<file path="src/rtl/sevenseg_wr_if.sv">
// Write port carrying new display content from the CPU side into the
// seven-segment scan controller (valid/ready handshake).
interface sevenseg_wr_if;
    logic        wr_valid;
    logic        wr_ready;
    logic [15:0] wr_value;
    logic [3:0]  wr_dp;
    logic [3:0]  wr_blank;
    logic [3:0]  wr_bright;

    modport master (
        output wr_valid,
        output wr_value,
        output wr_dp,
        output wr_blank,
        output wr_bright,
        input  wr_ready
    );

    modport slave (
        input  wr_valid,
        input  wr_value,
        input  wr_dp,
        input  wr_blank,
        input  wr_bright,
        output wr_ready
    );
endinterface

</file>
<file path="src/rtl/sevenseg_scan_ctrl.sv">
// Time-multiplexed scan of a 4-digit common-anode seven-segment display with
// guard gaps, PWM brightness and frame-aligned commit of new content.
module sevenseg_scan_ctrl #(
    parameter int SLOT_CYCLES  = 100000,
    parameter int GUARD_CYCLES = 64
) (
    input  logic             clk,
    input  logic             rst_n,
    input  logic             enable,
    sevenseg_wr_if.slave     wr,
    output logic [6:0]       seg,
    output logic             dp,
    output logic [3:0]       an,
    output logic             frame_tick
);

    localparam int CNT_W = $clog2(SLOT_CYCLES);
    localparam logic [CNT_W-1:0] CNT_LAST = CNT_W'(SLOT_CYCLES - 1);
    localparam logic [CNT_W-1:0] GUARD_C  = CNT_W'(GUARD_CYCLES);

    typedef enum logic [0:0] {
        ST_OFF  = 1'b0,
        ST_SCAN = 1'b1
    } state_t;

    state_t           state_r;
    state_t           state_nxt_s;
    logic [1:0]       idx_r;
    logic [1:0]       idx_nxt_s;
    logic [CNT_W-1:0] cnt_r;
    logic [CNT_W-1:0] cnt_nxt_s;
    logic [3:0]       pwm_r;
    logic [3:0]       pwm_nxt_s;

    logic [15:0]      pend_value_r;
    logic [3:0]       pend_dp_r;
    logic [3:0]       pend_blank_r;
    logic [3:0]       pend_bright_r;
    logic             pending_r;

    logic [15:0]      act_value_r;
    logic [3:0]       act_dp_r;
    logic [3:0]       act_blank_r;
    logic [3:0]       act_bright_r;

    logic             in_scan_s;
    logic             frame_end_s;
    logic             wr_fire_s;
    logic             commit_s;
    logic             lit_s;

    logic [6:0]       seg_nxt_s;
    logic             dp_nxt_s;
    logic [3:0]       an_nxt_s;
    logic [6:0]       seg_r;
    logic             dp_r;
    logic [3:0]       an_r;
    logic             frame_tick_r;

    // Active-low gfedcba glyphs for one hex nibble.
    function automatic logic [6:0] hex_to_seg(input logic [3:0] nib);
        logic [6:0] s;
        case (nib)
            4'h0:    s = 7'h40;
            4'h1:    s = 7'h79;
            4'h2:    s = 7'h24;
            4'h3:    s = 7'h30;
            4'h4:    s = 7'h19;
            4'h5:    s = 7'h12;
            4'h6:    s = 7'h02;
            4'h7:    s = 7'h78;
            4'h8:    s = 7'h00;
            4'h9:    s = 7'h10;
            4'hA:    s = 7'h08;
            4'hB:    s = 7'h03;
            4'hC:    s = 7'h46;
            4'hD:    s = 7'h21;
            4'hE:    s = 7'h06;
            4'hF:    s = 7'h0E;
            default: s = 7'h7F;
        endcase
        return s;
    endfunction

    assign in_scan_s   = (state_r == ST_SCAN) && enable;
    assign frame_end_s = in_scan_s && (idx_r == 2'd3) && (cnt_r == CNT_LAST);
    assign wr_fire_s   = wr.wr_valid && !pending_r;
    // Content swaps at the frame boundary, or at once while the display is dark.
    assign commit_s    = pending_r && (frame_end_s || !enable);
    assign wr.wr_ready = ~pending_r;

    // Scan state register.
    always_ff @(posedge clk or negedge rst_n) begin
        if (!rst_n) begin
            state_r <= ST_OFF;
        end else begin
            state_r <= state_nxt_s;
        end
    end

    // Next-state logic: enable alone moves between OFF and SCAN.
    always_comb begin
        state_nxt_s = state_r;
        case (state_r)
            ST_OFF: begin
                if (enable) state_nxt_s = ST_SCAN;
                else        state_nxt_s = ST_OFF;
            end
            ST_SCAN: begin
                if (!enable) state_nxt_s = ST_OFF;
                else         state_nxt_s = ST_SCAN;
            end
            default: state_nxt_s = ST_OFF;
        endcase
    end

    // Slot / digit / PWM counter next values; everything parks at zero outside SCAN.
    always_comb begin
        idx_nxt_s = 2'd0;
        cnt_nxt_s = '0;
        pwm_nxt_s = 4'd0;
        if (in_scan_s) begin
            if (cnt_r == CNT_LAST) begin
                cnt_nxt_s = '0;
                idx_nxt_s = idx_r + 2'd1;
            end else begin
                cnt_nxt_s = cnt_r + CNT_W'(1);
                idx_nxt_s = idx_r;
            end
            if (cnt_r < GUARD_C) pwm_nxt_s = 4'd0;
            else                 pwm_nxt_s = pwm_r + 4'd1;
        end else begin
            idx_nxt_s = 2'd0;
            cnt_nxt_s = '0;
            pwm_nxt_s = 4'd0;
        end
    end

    // Counter registers.
    always_ff @(posedge clk or negedge rst_n) begin
        if (!rst_n) begin
            idx_r <= 2'd0;
            cnt_r <= '0;
            pwm_r <= 4'd0;
        end else begin
            idx_r <= idx_nxt_s;
            cnt_r <= cnt_nxt_s;
            pwm_r <= pwm_nxt_s;
        end
    end

    // Pending and active content registers with frame-aligned commit.
    always_ff @(posedge clk or negedge rst_n) begin
        if (!rst_n) begin
            pend_value_r  <= 16'h0000;
            pend_dp_r     <= 4'h0;
            pend_blank_r  <= 4'hF;
            pend_bright_r <= 4'hF;
            pending_r     <= 1'b0;
            act_value_r   <= 16'h0000;
            act_dp_r      <= 4'h0;
            act_blank_r   <= 4'hF;
            act_bright_r  <= 4'hF;
        end else begin
            if (wr_fire_s) begin
                pend_value_r  <= wr.wr_value;
                pend_dp_r     <= wr.wr_dp;
                pend_blank_r  <= wr.wr_blank;
                pend_bright_r <= wr.wr_bright;
                pending_r     <= 1'b1;
            end else if (commit_s) begin
                act_value_r   <= pend_value_r;
                act_dp_r      <= pend_dp_r;
                act_blank_r   <= pend_blank_r;
                act_bright_r  <= pend_bright_r;
                pending_r     <= 1'b0;
            end else begin
                pending_r     <= pending_r;
            end
        end
    end

    assign lit_s = (cnt_r >= GUARD_C) && (pwm_r < act_bright_r) && !act_blank_r[idx_r];

    // Output decode: seg/dp follow the digit through the whole slot, an gates visibility.
    always_comb begin
        seg_nxt_s = 7'h7F;
        dp_nxt_s  = 1'b1;
        an_nxt_s  = 4'hF;
        if (in_scan_s) begin
            seg_nxt_s = hex_to_seg(act_value_r[{idx_r, 2'b00} +: 4]);
            dp_nxt_s  = ~act_dp_r[idx_r];
            if (lit_s) an_nxt_s = ~(4'b0001 << idx_r);
            else       an_nxt_s = 4'hF;
        end else begin
            seg_nxt_s = 7'h7F;
            dp_nxt_s  = 1'b1;
            an_nxt_s  = 4'hF;
        end
    end

    // Output registers.
    always_ff @(posedge clk or negedge rst_n) begin
        if (!rst_n) begin
            seg_r        <= 7'h7F;
            dp_r         <= 1'b1;
            an_r         <= 4'hF;
            frame_tick_r <= 1'b0;
        end else begin
            seg_r        <= seg_nxt_s;
            dp_r         <= dp_nxt_s;
            an_r         <= an_nxt_s;
            frame_tick_r <= frame_end_s;
        end
    end

    assign seg        = seg_r;
    assign dp         = dp_r;
    assign an         = an_r;
    assign frame_tick = frame_tick_r;

endmodule

</file>
<file path="src/flat_wrapper.sv">
// flat-port wrapper written by rule: the top's interface ports become plain ports
module sevenseg_scan_ctrl_flat 
#(
    parameter int SLOT_CYCLES  = 100000,
    parameter int GUARD_CYCLES = 64
)
  (clk, rst_n, enable, seg, dp, an, frame_tick, wr_wr_valid, wr_wr_value, wr_wr_dp, wr_wr_blank, wr_wr_bright, wr_wr_ready);
  sevenseg_wr_if wr_i ();
  input  logic clk;
  input  logic rst_n;
  input  logic enable;
  output logic [6:0] seg;
  output logic dp;
  output logic [3:0] an;
  output logic frame_tick;
  input wire logic [$bits(wr_i.wr_valid)-1:0] wr_wr_valid;
  input wire logic [$bits(wr_i.wr_value)-1:0] wr_wr_value;
  input wire logic [$bits(wr_i.wr_dp)-1:0] wr_wr_dp;
  input wire logic [$bits(wr_i.wr_blank)-1:0] wr_wr_blank;
  input wire logic [$bits(wr_i.wr_bright)-1:0] wr_wr_bright;
  output wire logic [$bits(wr_i.wr_ready)-1:0] wr_wr_ready;
  assign wr_i.wr_valid = wr_wr_valid;
  assign wr_i.wr_value = wr_wr_value;
  assign wr_i.wr_dp = wr_wr_dp;
  assign wr_i.wr_blank = wr_wr_blank;
  assign wr_i.wr_bright = wr_wr_bright;
  assign wr_wr_ready = wr_i.wr_ready;
  sevenseg_scan_ctrl #(.SLOT_CYCLES(SLOT_CYCLES), .GUARD_CYCLES(GUARD_CYCLES)) u_core (.clk(clk), .rst_n(rst_n), .enable(enable), .wr(wr_i), .seg(seg), .dp(dp), .an(an), .frame_tick(frame_tick));
endmodule
</file>
<file path="config.mk">
export PLATFORM = sky130hd
export DESIGN_NAME = sevenseg_scan_ctrl_flat
export DESIGN_NICKNAME = d
export VERILOG_FILES = /design/src/rtl/sevenseg_wr_if.sv /design/src/rtl/sevenseg_scan_ctrl.sv /design/src/flat_wrapper.sv
export SDC_FILE = /design/constraint.sdc
export NUM_CORES = 1
export LEC_CHECK = 0
export BUFFER_PORTS_ARGS = -buffer_cell sky130_fd_sc_hd__buf_2
export CELL_PAD_IN_SITES_DETAIL_PLACEMENT = 0
export CELL_PAD_IN_SITES_GLOBAL_PLACEMENT = 1
export CORE_ASPECT_RATIO = 0.6
export CORE_MARGIN = 2
export CORE_UTILIZATION = 45
export CTS_BUF_LIST = sky130_fd_sc_hd__clkbuf_4 sky130_fd_sc_hd__clkbuf_8
export CTS_CLUSTER_DIAMETER = 30
export DETAILED_ROUTE_END_ITERATION = 12
export PLACE_DENSITY = 0.71
export REMOVE_ABC_BUFFERS = 1
export SYNTH_ARGS = -nofsm -noshare
export SYNTH_HDL_FRONTEND = slang
export SYNTH_SLANG_ARGS = --single-unit
</file>
<file path="constraint.sdc">
create_clock -name clk -period 2.75 [get_ports clk]
set_clock_uncertainty 0.1 [all_clocks]
set_input_delay 0.1375 -clock clk [delete_from_list [all_inputs] [get_ports clk]]
set_output_delay 0.1375 -clock clk [all_outputs]
set_load 0.01 [all_outputs]
</file>
# Word level (Yosys, flattened, before mapping)
# Memories as Yosys holds them, arrays and structs flattened.
# Cells that the tools add are included.
# totals
elab_cells	64
inputBits	32
mem_count	1
reg_bits	94
out_inout_bits	14
rom_bits	112
# mem_list
memory	depth	width	rd	rd_ports_with_merged_regs	wr	line_no	text
(no name shown)	16	7	1	0	0	sevenseg_scan_ctrl.sv:63	case (nib)
# op_classes
n_reduce_logical	13
shift	2
n_eq_ne	3
bitwise_logic	4
n_addsub	3
n_mux	17
n_lt_le_gt_ge	4
# op_table
cell	count
$mux W17	2
$add A17 B1 Y17 const B	1
$eq A17 B17 Y1 const B	1
$ge A17 B7 Y1 const B	1
$lt A17 B7 Y1 const B	1
$mux W4	4
$shiftx A16 B5 Y4	1
$logic_and A1 B1 Y1	7
$mux W7	1
$mux W1	6
$add A4 B1 Y4 const B	1
$bmux W1 S2	2
$lt A4 B4 Y1	1
$mux W2	2
$not A4 Y4	1
$shl A1 B2 Y4 const A	1
$logic_not A1 Y1	3
$lt A2 B3 Y1 const B	1
$not A1 Y1	3
$add A2 B1 Y2 const B	1
$eq A2 B2 Y1 const B	1
$ne A2 B2 Y1 const B	1
$reduce_and A2 Y1	1
$reduce_bool A2 Y1	1
$logic_or A1 B1 Y1	1

# Depth between registers and ports, before layout
# Gate-level depths: netlist of the first run.
# logic_depth
depth_word	7
mapped_depth	8

# Least setup slack after synthesis of the first run
# No wires, ideal clock.
# synth_timing
path_kind	register -> register
start	reg u_core.cnt_r[5]
end	reg u_core.act_dp_r[0]
stages_incl_launch_ff	7
period_less_slack_ns	2.149
path_slack_ns	0.601
arrival_ns	1.924
setup_time_ns	0.125
required_ns	2.525
n_path_buf	2
path_cell_list	dfrtp_1 -> buf_2 -> and4b_1 -> nand4_4 -> o31ai_4 -> buf_6 -> mux2_2
# synth_via
elab_chain_cells	5
# synth_rtl
item	line_no	text
start, declared	sevenseg_scan_ctrl.sv:30	logic [CNT_W-1:0] cnt_r;
start signal, assigned	sevenseg_scan_ctrl.sv:147	cnt_r <= cnt_nxt_s;
$eq A17 B17 Y1	sevenseg_scan_ctrl.sv:86	assign frame_end_s = in_scan_s && (idx_r == 2'd3) && (cnt_r == CNT_LAST);
$logic_and A1 B1 Y1	sevenseg_scan_ctrl.sv:86	
$logic_or A1 B1 Y1	sevenseg_scan_ctrl.sv:89	assign commit_s = pending_r && (frame_end_s || !enable);
$logic_and A1 B1 Y1	sevenseg_scan_ctrl.sv:89	
$reduce_and A2 Y1 (no line)	-	
end signal, assigned	sevenseg_scan_ctrl.sv:173	act_dp_r <= pend_dp_r;
end, declared	sevenseg_scan_ctrl.sv:42	logic [3:0] act_dp_r;
# Every way passes these cells.
# A chain may end at the register's enable or synchronous reset.

# Worst setup path in the final report of the first run
# layout_timing
start	reg u_core.cnt_r[6]
end	reg u_core.act_value_r[0]
# layout_via
elab_chain_cells	5
# layout_rtl
item	line_no	text
$eq A17 B17 Y1	sevenseg_scan_ctrl.sv:86	
$logic_and A1 B1 Y1	sevenseg_scan_ctrl.sv:86	
$logic_or A1 B1 Y1	sevenseg_scan_ctrl.sv:89	
$logic_and A1 B1 Y1	sevenseg_scan_ctrl.sv:89	
$reduce_and A2 Y1 (no line)	-	
end signal, assigned	sevenseg_scan_ctrl.sv:172	act_value_r <= pend_value_r;
end, declared	sevenseg_scan_ctrl.sv:41	logic [15:0] act_value_r;
# Every way passes these cells.

==> results of run 1 <==
[power groups by stage]
stage	sequential, mW	combinational (mW)	clock [mW]
after floorplan	1.88	0.592	0
after global routing	1.94	0.919	0.933
final	1.90	0.826	0.840
after detailed placement	1.93	0.796	0
after CTS	1.91	0.831	0.873
after global placement	1.92	0.773	0
[layout by cell type (no fill, tap or decap), types with 2 or more instances in the layout]
| cell | count |
|---|---|
| a21oi_1 | 10 |
| a31oi_1 | 3 |
| and2_1 | 4 |
| and3_1 | 4 |
| and4_1 | 2 |
| and4b_1 | 2 |
| buf_2 | 44 |
| buf_4 | 11 |
| clkbuf_8 | 9 |
| clkinvlp_4 | 4 |
| dfrtp_1 | 66 |
| dfstp_2 | 28 |
| dlygate4sd3_1 | 30 |
| ha_1 | 16 |
| inv_1 | 13 |
| inv_6 | 2 |
| mux2_2 | 56 |
| mux2i_1 | 3 |
| mux4_2 | 6 |
| nand2_1 | 12 |
| nand2b_1 | 5 |
| nand3_1 | 9 |
| nand4_1 | 7 |
| nor2_1 | 22 |
| nor3_1 | 2 |
| o2111ai_1 | 3 |
| o211ai_1 | 3 |
| o21ai_0 | 8 |
| o31ai_1 | 2 |
| or3_1 | 3 |
| or4_1 | 2 |
| xnor2_1 | 2 |
| xor2_1 | 10 |
[state kept, by name, indices dropped and copies added (netlist names)]
| signal | count |
|---|---|
| u_core.act_dp_r | 4 |
| u_core.pend_bright_r | 4 |
| u_core.act_bright_r | 4 |
| u_core.act_blank_r | 4 |
| u_core.frame_tick | 1 |
| u_core.act_value_r | 16 |
| u_core.pend_value_r | 16 |
| u_core.dp | 1 |
| u_core.pending_r | 1 |
| u_core.cnt_r | 17 |
| u_core.pwm_r | 4 |
| u_core.seg | 7 |
| u_core.idx_r | 2 |
| u_core.pend_dp_r | 4 |
| u_core.state_r | 1 |
| u_core.pend_blank_r | 4 |
| u_core.an | 4 |
[critical path: stages, from the launching register on]
cell	delay, ns
dfrtp_1	0.46
nor4_4	0.39
nand4_4	0.18
o31ai_4	0.23
buf_4	0.38
mux2_2	0.38
[stage by stage]
step / power, mW / hold WS (ns) / instances / util / worst slack, ns
finish: 3.57 / 0.219 / 544 / 0.560 / 0.504
global route: 3.79 / 0.264 / 544 / 0.560 / 0.365
CTS: 3.61 / 0.234 / 544 / 0.560 / 0.500
detailed placement: 2.73 / 0.102 / 498 / 0.508 / 0.511
global placement: 2.70 / 0.104 / 498 / 0.508 / 0.546
floorplan: 2.48 / -0.258 / 313 / - / 0.326
[how the worst max path moves through the flow]
stage | slack, ns | endpoint | cells after the start | startpoint
final | 0.50 | u_core.act_value_r[0] | 5 | u_core.cnt_r[6]
after global routing | 0.36 | u_core.seg[3] | 7 | u_core.idx_r[0]
after CTS | 0.50 | u_core.act_value_r[8] | 5 | u_core.cnt_r[6]
after detailed placement | 0.51 | u_core.act_value_r[8] | 5 | u_core.cnt_r[6]
after global placement | 0.55 | u_core.act_value_r[12] | 5 | u_core.cnt_r[6]
after floorplan | 0.33 | u_core.act_dp_r[0] | 4 | u_core.cnt_r[6]
[cells in the mapped netlist, types with 2 or more instances]
cell | n | share of area
nor2_1 | 22 | 0.019
inv_1 | 13 | 0.011
o211ai_1 | 3 | 0.0053
o2111ai_1 | 3 | 0.0062
mux2_2 | 56 | 0.15
a31oi_1 | 3 | 0.0044
nand4_1 | 7 | 0.010
xor2_1 | 10 | 0.021
buf_1 | 2 | 0.0018
and4b_1 | 2 | 0.0047
dfrtp_1 | 66 | 0.39
and3_1 | 4 | 0.0059
nor3_1 | 2 | 0.0023
clkbuf_1 | 7 | 0.0062
or4_1 | 2 | 0.0035
nand3_1 | 9 | 0.011
o21ai_0 | 8 | 0.0094
and4_1 | 2 | 0.0041
mux4_2 | 6 | 0.032
a21oi_1 | 10 | 0.012
dfstp_2 | 28 | 0.17
or3_1 | 3 | 0.0044
nand2_1 | 12 | 0.011
mux2i_1 | 3 | 0.0070
xnor2_1 | 2 | 0.0041
buf_6 | 2 | 0.0053
buf_2 | 2 | 0.0023
and2_1 | 4 | 0.0059
nand2b_1 | 5 | 0.0073
ha_1 | 16 | 0.047
o31ai_1 | 2 | 0.0035
[per-layer routing]
layer / wire length [µm] / track usage / up-vias
li1: - / - / 1328
met1: 4300 / 0.261 / 1345
met2: 3540 / 0.264 / 58
met3: 402 / 0.0489 / 12
met4: 120 / 0.0484 / 0
met5: 0 / 0 / -
[timing repair]
item	in CTS	in global routing
buffers inserted	0	0
hold endpoints to repair	70	0
setup endpoints to repair	0	0
hold buffers	30	0
[area by class of cell]
cell class | instances | area (µm²) | share of cell area
Clock inverter | 7 | 56.3 | 0.0109
Inverter | 13 | 48.8 | 0.00948
Timing Repair Buffer | 85 | 603 | 0.117
Sequential cell | 94 | 2390 | 0.464
Multi-Input combinational cell | 206 | 1770 | 0.343
Clock buffer | 9 | 124 | 0.0241
Tap cell | 130 | 163 | 0.0316
[logic make-up (layout without fill, tap and decap cells)]
group	Yosys count	in the layout
xor+xnor	12	12
mux	65	65
flops	94	94
fa+ha+maj	16	16
simple gates	78	78
compound gates	35	35
buf+inv	26	114
==> impl_results.md, run 1 <==
- Run status: complete, no violations
- RSZ-0062 raised after global routing: no
- Cells after Synth: 326
- CTS sink cnt: 94
- Peak supply drop: 0.359 mV
- Async SR Flop Fraction: 1.00
- Worst Path Required: 2.90 ns
- Flop pwr share: 0.533
- Sequential share of the synthesized area: 0.559
- Final period util: 0.817
- CP max FO: 28
- CP Data Arrival Time: 2.39 ns
- First-pass GRT wire length: 13.9 mm
- Wire per inst: 15.4 µm
- Layout area overhead: 20.7%
- Slew Limit Fails: 0
- Final nets: 457
- Placement Cell Area: 4670 µm²
- Syn_area_per_cell: 13.1 µm²
- Share of layout cells above drive strength 1: 0.401
- Synth Warn #: 0
- Logic pwr share: 0.231
- Post-synth EDFFs: 0
- Sw power: 1.03 mW
- Die Area: 10300 µm²
- Die height: 79.4 µm
- Max-cap violations: 0
- Clock power frac: 0.235
- Antenna violations before repair: 0
- Gr ovfl total: 0
- Main combinational cell family by area after synthesis: multiplexers
- Cts bufs inserted: 9
- Post-cts resize count: 0
- # rows: 27
- Tightest Pin Transition: 0.644 ns
- Relative slew slack: 0.571
- # fillers: 821
- # port buffers: 45
- DP HPWL: 5.63 mm
- Diode count: 0
- Clock Latency Late Sink: 0.37 ns
- FF-to-FF setup slack: 0.50 ns
- CTS tree: built
- Startpoint types: flop
- Clk pin slew, worst setup/hold paths: 0.10 ns
- Synthesized flop and latch total: 94
- Pint: 2.54 mW
- Final setup vio count: 0
- Max Clock Freq: 445 MHz
- Mux contribution to synthesized area: 0.186
- Initial Util: 0.464
- Crit path time final: 2.25 ns
- Post-Synth XOR/XNOR Area: 0.0246
- ANT nets after route: 0
- Post-synthesis adder-cell area fraction: 0.0469
- Vias in the first global route: 2776
- Synth Area in Simple Gates: 0.102
- Clock tree buffer depth: 2
- Unique masters post-synth: 41
- Pwr Density: 693 nW/µm²
- Iteration-0 DRC Markers: 133
- Most used DFF post-synth: dfrtp_1
- Reg2Reg Depth: 5
- Chip width: 130 µm
- First-pass iteration count of the detailed router: 4
- Area of the mapped netlist: 4270 µm²
- Fin area: 5150 µm²
- Core Area: 9190 µm²
- Crit path kind: flop to flop
- Sw Ratio: 0.290
- Hold WC Path Type: input pin to asynchronous set/reset pin
- Reg2Reg Capture Point: u_core.act_value_r[0]
- DRC Markers: 0
- Clock Tree Root: clkbuf_8
- Leak: 2.17 nW
- H-tree depth: 3
- Setup TNS: 0 ns
- Largest net degree at the start of global routing: 51
- Final Hold Vio Count: 0
- Compound-Gate Fraction of Synth Area: 0.0539
- Top Ports: 46
- Final wirelength: 8.37 mm
- Placer Congestion: 0.811
- Via-to-Cell Ratio: 5.04
- Gr usage total: 0.179
- Setup crit end kind: flop
- Vias: 2743
- Reg-to-Reg Start: u_core.cnt_r[6]
Note: power is estimated with default switching activity, not from simulation.
==> inputs of run 2 (changes only) <==
==> constraint.sdc (replaced) <==
create_clock -name clk -period 2.3 [get_ports clk]
set_clock_uncertainty 0.1 [all_clocks]
set_input_delay 0.115 -clock clk [delete_from_list [all_inputs] [get_ports clk]]
set_output_delay 0.115 -clock clk [all_outputs]
set_load 0.01 [all_outputs]
==> impl_results.md, run 2 (synthesis gave the netlist of run 1 again) <==
- CTS tree: built
- Top Layer Used: met4
- Reg2Reg Capture Point: u_core.act_value_r[7]
- Share of layout cells above drive strength 1: 0.405
- Largest Register: u_core.cnt_r
- WL met3: 415 µm
- Worst Path Required: 2.45 ns
- Largest net degree at the start of global routing: 41
- Clock tree buffer depth: 2
- Final Util: 0.567
- Hold WC Path Type: input pin to asynchronous set/reset pin
- Die height: 79.4 µm
- Setup TNS: 0 ns
- Sw power: 1.21 mW
- Max-cap violations: 0
- FF-to-FF setup slack: 0.18 ns
- Reg2Reg Depth: 5
- Clock Latency Late Sink: 0.36 ns
- RSZ-0062 raised after global routing: no
- DRC Markers: 0
- Tot Pwr: 4.40 mW
- Met2 WL post-DR: 3.67 mm
- Final nets: 458
- Layout area overhead: 22.0%
- Reg-to-Reg Start: u_core.cnt_r[6]
- Max Clock Freq: 473 MHz
- Clock power frac: 0.253
- First-pass iteration count of the detailed router: 4
- Final setup vio count: 0
- Pwr Density: 844 nW/µm²
- CP Cell Sequence: nor4_4 > nand4_4 > o31ai_4 > buf_12 > mux2_2
- Crit path time final: 2.12 ns
- Initial Util: 0.464
- Leak: 2.20 nW
- Antenna violations before repair: 0
- Most frequent cells in the layout: 65 x dfrtp_1, 56 x mux2_2, 44 x buf_2
- Top Ports: 46
- CTS sink cnt: 94
- Flop pwr share: 0.521
- Max FFs per register: 17
- Logic pwr share: 0.226
- Final Hold Vio Count: 0
- ANT nets after route: 0
- Crit-path max cell delay: 0.46 ns
- Vias: 2786
- Clk pin slew, worst setup/hold paths: 0.09 ns
- Crit path kind: flop to flop
- Pint: 3.18 mW
- Startpoint types: flop
- Relative slew slack: 0.689
- Cts bufs inserted: 9
- Final period util: 0.920
- # rows: 27
- Diode count: 0
- Wire per inst: 15.3 µm
- Wl on met1: 4.15 mm
- First-pass GRT wire length: 14.2 mm
- Iteration-0 DRC Markers: 125
- DP HPWL: 5.70 mm
- # port buffers: 45
- Sw Ratio: 0.276
- Most common cell after layout, fill and taps aside: dfrtp_1
- Via-to-Cell Ratio: 5.11
- Setup crit end kind: flop
- Vias in the first global route: 2822
- Gr ovfl total: 0
- Gr usage total: 0.180
- CP max stage cell: dfrtp_1
- Placer Congestion: 0.795
- Slew Limit Fails: 0
- Post-Layout Cell Count: 545
- Core Area: 9190 µm²
- Clock Tree Root: clkbuf_8
- CP Data Arrival Time: 2.27 ns
- Final wirelength: 8.32 mm
- CP max FO: 28
- Peak supply drop: 0.407 mV
- Tightest Pin Transition: 0.467 ns
- Run status: complete, no violations
- Chip width: 130 µm
- Leading registers by flop count: u_core.cnt_r (17), u_core.act_value_r (16), u_core.pend_value_r (16)
- Die Area: 10300 µm²
- H-tree depth: 3
- Placed insts: 499
-- run 2: cell count changes in the layout (fill, tap and decap cells not counted), sizes merged --
cell / change
clkinvlp: -2
buf: +1
clkinv: +1
bufinv: +1
clkbuf: +2
inv: -2
-- run 2: worst max-delay path, delay by kind of cell, from the launching register on --
family                 cells  cell delay [ns]
multiplexers               1             0.35
flip-flops                 1             0.46
buffers and inverters      1             0.23
AND/OR/NAND/NOR            2             0.57
AO/OA/AOI/OAI              1             0.29
-- run 2: worst max path at each step --
stage | from | endpoint | cells past startpoint
2_1_floorplan | u_core.cnt_r[6] | u_core.act_dp_r[0] | 4
3_3_place_gp | u_core.idx_r[0] | u_core.seg[0] | 6
3_5_place_dp | u_core.idx_r[0] | u_core.seg[3] | 7
4_1_cts | u_core.idx_r[0] | u_core.seg[3] | 7
5_1_grt | u_core.cnt_r[6] | u_core.act_value_r[7] | 5
6_report | u_core.cnt_r[6] | u_core.act_value_r[7] | 5
-- run 2: per-layer routing --
layer,track usage,vias up
li1,-,1333
met1,0.262,1390
met2,0.270,57
met3,0.0496,6
met4,0.0419,0
met5,0,-
-- run 2: metrics by stage --
stage | setup slack [ns] | instance area (µm²) | hold WS (ns)
2_1_floorplan | -0.124 | 4200 | -0.281
3_3_place_gp | 0.211 | 4700 | -0.000658
3_5_place_dp | 0.148 | 4700 | 0.00115
4_1_cts | 0.102 | 5210 | 0.136
5_1_grt | 0.0629 | 5210 | 0.174
6_report | 0.184 | 5210 | 0.146
-- run 2: area by class of cell --
| class | count | area (µm²) |
|---|---|---|
| clock buffers | 11 | 145 |
| well taps | 130 | 163 |
| multi-input cells | 206 | 1770 |
| repair buffers | 86 | 636 |
| flip-flops and latches | 94 | 2390 |
| clock inverters | 5 | 58.8 |
| fillers | 808 | 3980 |
| inverters | 13 | 48.8 |
-- run 2: repair_timing --
| action | 4_1_cts | 5_1_grt |
|---|---|---|
| endpoints found under the setup margin | 0 | 2 |
| buffers inserted | 0 | 0 |
| gates resized for setup | 0 | 1 |
| hold buffers | 30 | 0 |
| hold endpoints to repair | 84 | 0 |
-- run 2: power groups by stage --
stage	combinational, mW	clock (mW)	sequential [mW]
2_1_floorplan	0.708	0	2.25
3_3_place_gp	0.926	0	2.31
3_5_place_dp	0.960	0	2.32
4_1_cts	1.01	1.15	2.30
5_1_grt	1.11	1.23	2.34
6_report	0.994	1.11	2.29
==> inputs of run 3 (changes only) <==
--- a/config.mk
+++ b/config.mk
@@ -11,7 +11,6 @@
 export CORE_ASPECT_RATIO = 0.6
 export CORE_MARGIN = 2
 export CORE_UTILIZATION = 45
-export CTS_BUF_LIST = sky130_fd_sc_hd__clkbuf_4 sky130_fd_sc_hd__clkbuf_8
 export CTS_CLUSTER_DIAMETER = 30
 export DETAILED_ROUTE_END_ITERATION = 12
 export PLACE_DENSITY = 0.71
==> impl_results.md, run 3 (synthesis gave the netlist of run 1 again) <==
- Most frequent cells in the layout: 65 x dfrtp_1, 56 x mux2_2, 44 x buf_2
- Vias: 2765
- Layout area overhead: 24.3%
- RSZ-0062 raised after global routing: no
- Largest net degree at the start of global routing: 41
- Final period util: 0.920
- Tot Pwr: 4.77 mW
- Setup bufs post-CTS: 0
- Crit path time final: 2.12 ns
- Hold WC Path Type: input pin to asynchronous set/reset pin
- Wire per inst: 15.2 µm
- Reg2Reg Depth: 5
- DP HPWL: 5.70 mm
- Max Clock Freq: 473 MHz
- Relative slew slack: 0.692
- Core Area: 9190 µm²
- Worst Path Required: 2.42 ns
- Run status: complete, no violations
- Clock Latency Late Sink: 0.34 ns
- Vias in the first global route: 2820
- First-pass iteration count of the detailed router: 4
- Sequential Area: 2390 µm²
- Clock Tree Root: clkbuf_16
- Multi-input gate area in the final layout: 1770 µm²
- Final wirelength: 8.30 mm
- CP Data Arrival Time: 2.24 ns
- # port buffers: 45
- Via-to-Cell Ratio: 5.07
- Clock tree buffer depth: 2
- Share of layout cells above drive strength 1: 0.402
- Pwr Density: 900 nW/µm²
- ANT nets after route: 0
- Largest Register: u_core.cnt_r
- Crit path kind: flop to flop
- Most common cell after layout, fill and taps aside: dfrtp_1
- # rows: 27
- Placer Congestion: 0.795
- H-tree depth: 3
- Die height: 79.4 µm
- Max FFs per register: 17
- Fin Hold WS: 0.170 ns
- DRC Markers: 0
- Clk pin slew, worst setup/hold paths: 0.06 ns
- Tightest Pin Transition: 0.462 ns
- Logic pwr share: 0.208
- Placed insts: 499
- Leading registers by flop count: u_core.cnt_r (17), u_core.act_value_r (16), u_core.pend_value_r (16)
- Setup crit end kind: flop
- CTS tree: built
- Diode count: 0
- Final Hold Vio Count: 0
- Startpoint types: flop
- Antenna violations before repair: 0
- Final nets: 458
- Cts bufs inserted: 9
- Peak supply drop: 0.465 mV
- Fin area: 5310 µm²
- Flop pwr share: 0.480
- Leak: 2.24 nW
- CTS sink cnt: 94
- Setup TNS: 0 ns
- Top Ports: 46
- Chip width: 130 µm
- Iteration-0 DRC Markers: 127
- Gr ovfl total: 0
- Placement Cell Area: 4700 µm²
- Max-cap violations: 0
- Pint: 3.51 mW
- Clock power frac: 0.312
- Gr usage total: 0.181
- First-pass GRT wire length: 14.2 mm
- Sw Ratio: 0.264
- Initial Util: 0.464
- Final setup vio count: 0
- Post-Layout Cell Count: 545
- Slew Limit Fails: 0
- # fillers: 797
- Die Area: 10300 µm²
- Sw power: 1.26 mW
- CP max FO: 28
## run 3: cell counts in the layout (fill, tap and decap cells not counted)
No cell type changed its count.
## run 3: area by class of cell
cell class                 count  share of cell area
inverter                      13             0.00920
clock buffer                  11              0.0458
clock inverter                 5              0.0111
sequential                    94               0.450
timing repair buffer          86               0.120
tap                          130              0.0307
multi-input combinational    206               0.333
## run 3: final timing paths
kind,endpoint,start,slack [ns]
max reg2reg,u_core.act_value_r[9],u_core.cnt_r[6],0.18
min in group clk,u_core.state_r,enable,0.37
min,u_core.pend_value_r[11],rst_n,0.17
max in group asynchronous,u_core.idx_r[0],rst_n,1.27
min reg2reg,u_core.cnt_r[0],u_core.cnt_r[0],0.38
max,u_core.act_value_r[9],u_core.cnt_r[6],0.18
## run 3: metal layers
metal  part of all wire  vias up  GRT usage
met3              0.043        8     0.0529
li1                   -     1335          -
met4              0.012        0     0.0495
met1               0.51     1369      0.262
met2               0.43       53      0.266
met5                  0        -          0
## run 3: what timing repair did
item                       CTS  global route
hold endpoints to repair    65             0
resized for setup            0             1
hold buffers                30             0
setup endpoints to repair    0             1
## run 3: power groups by stage
stage,clock network (mW),registers [mW],logic (mW)
after floorplan,0,2.25,0.708
final,1.49,2.29,0.993
after detailed placement,0,2.32,0.960
after global placement,0,2.31,0.926
after CTS,1.53,2.30,1.01
after global routing,1.61,2.34,1.11
## run 3: worst max-delay path: stages, from the launching register on
cell,delay [ns]
dfrtp_1,0.45
nor4_4,0.39
nand4_4,0.18
o31ai_4,0.29
buf_12,0.23
mux2_2,0.35
## run 3: metrics by stage
step	utilization	setup slack (ns)
after floorplan	-	-0.124
after global placement	0.512	0.211
after detailed placement	0.512	0.148
after CTS	0.577	0.101
after global routing	0.577	0.0527
final	0.577	0.185
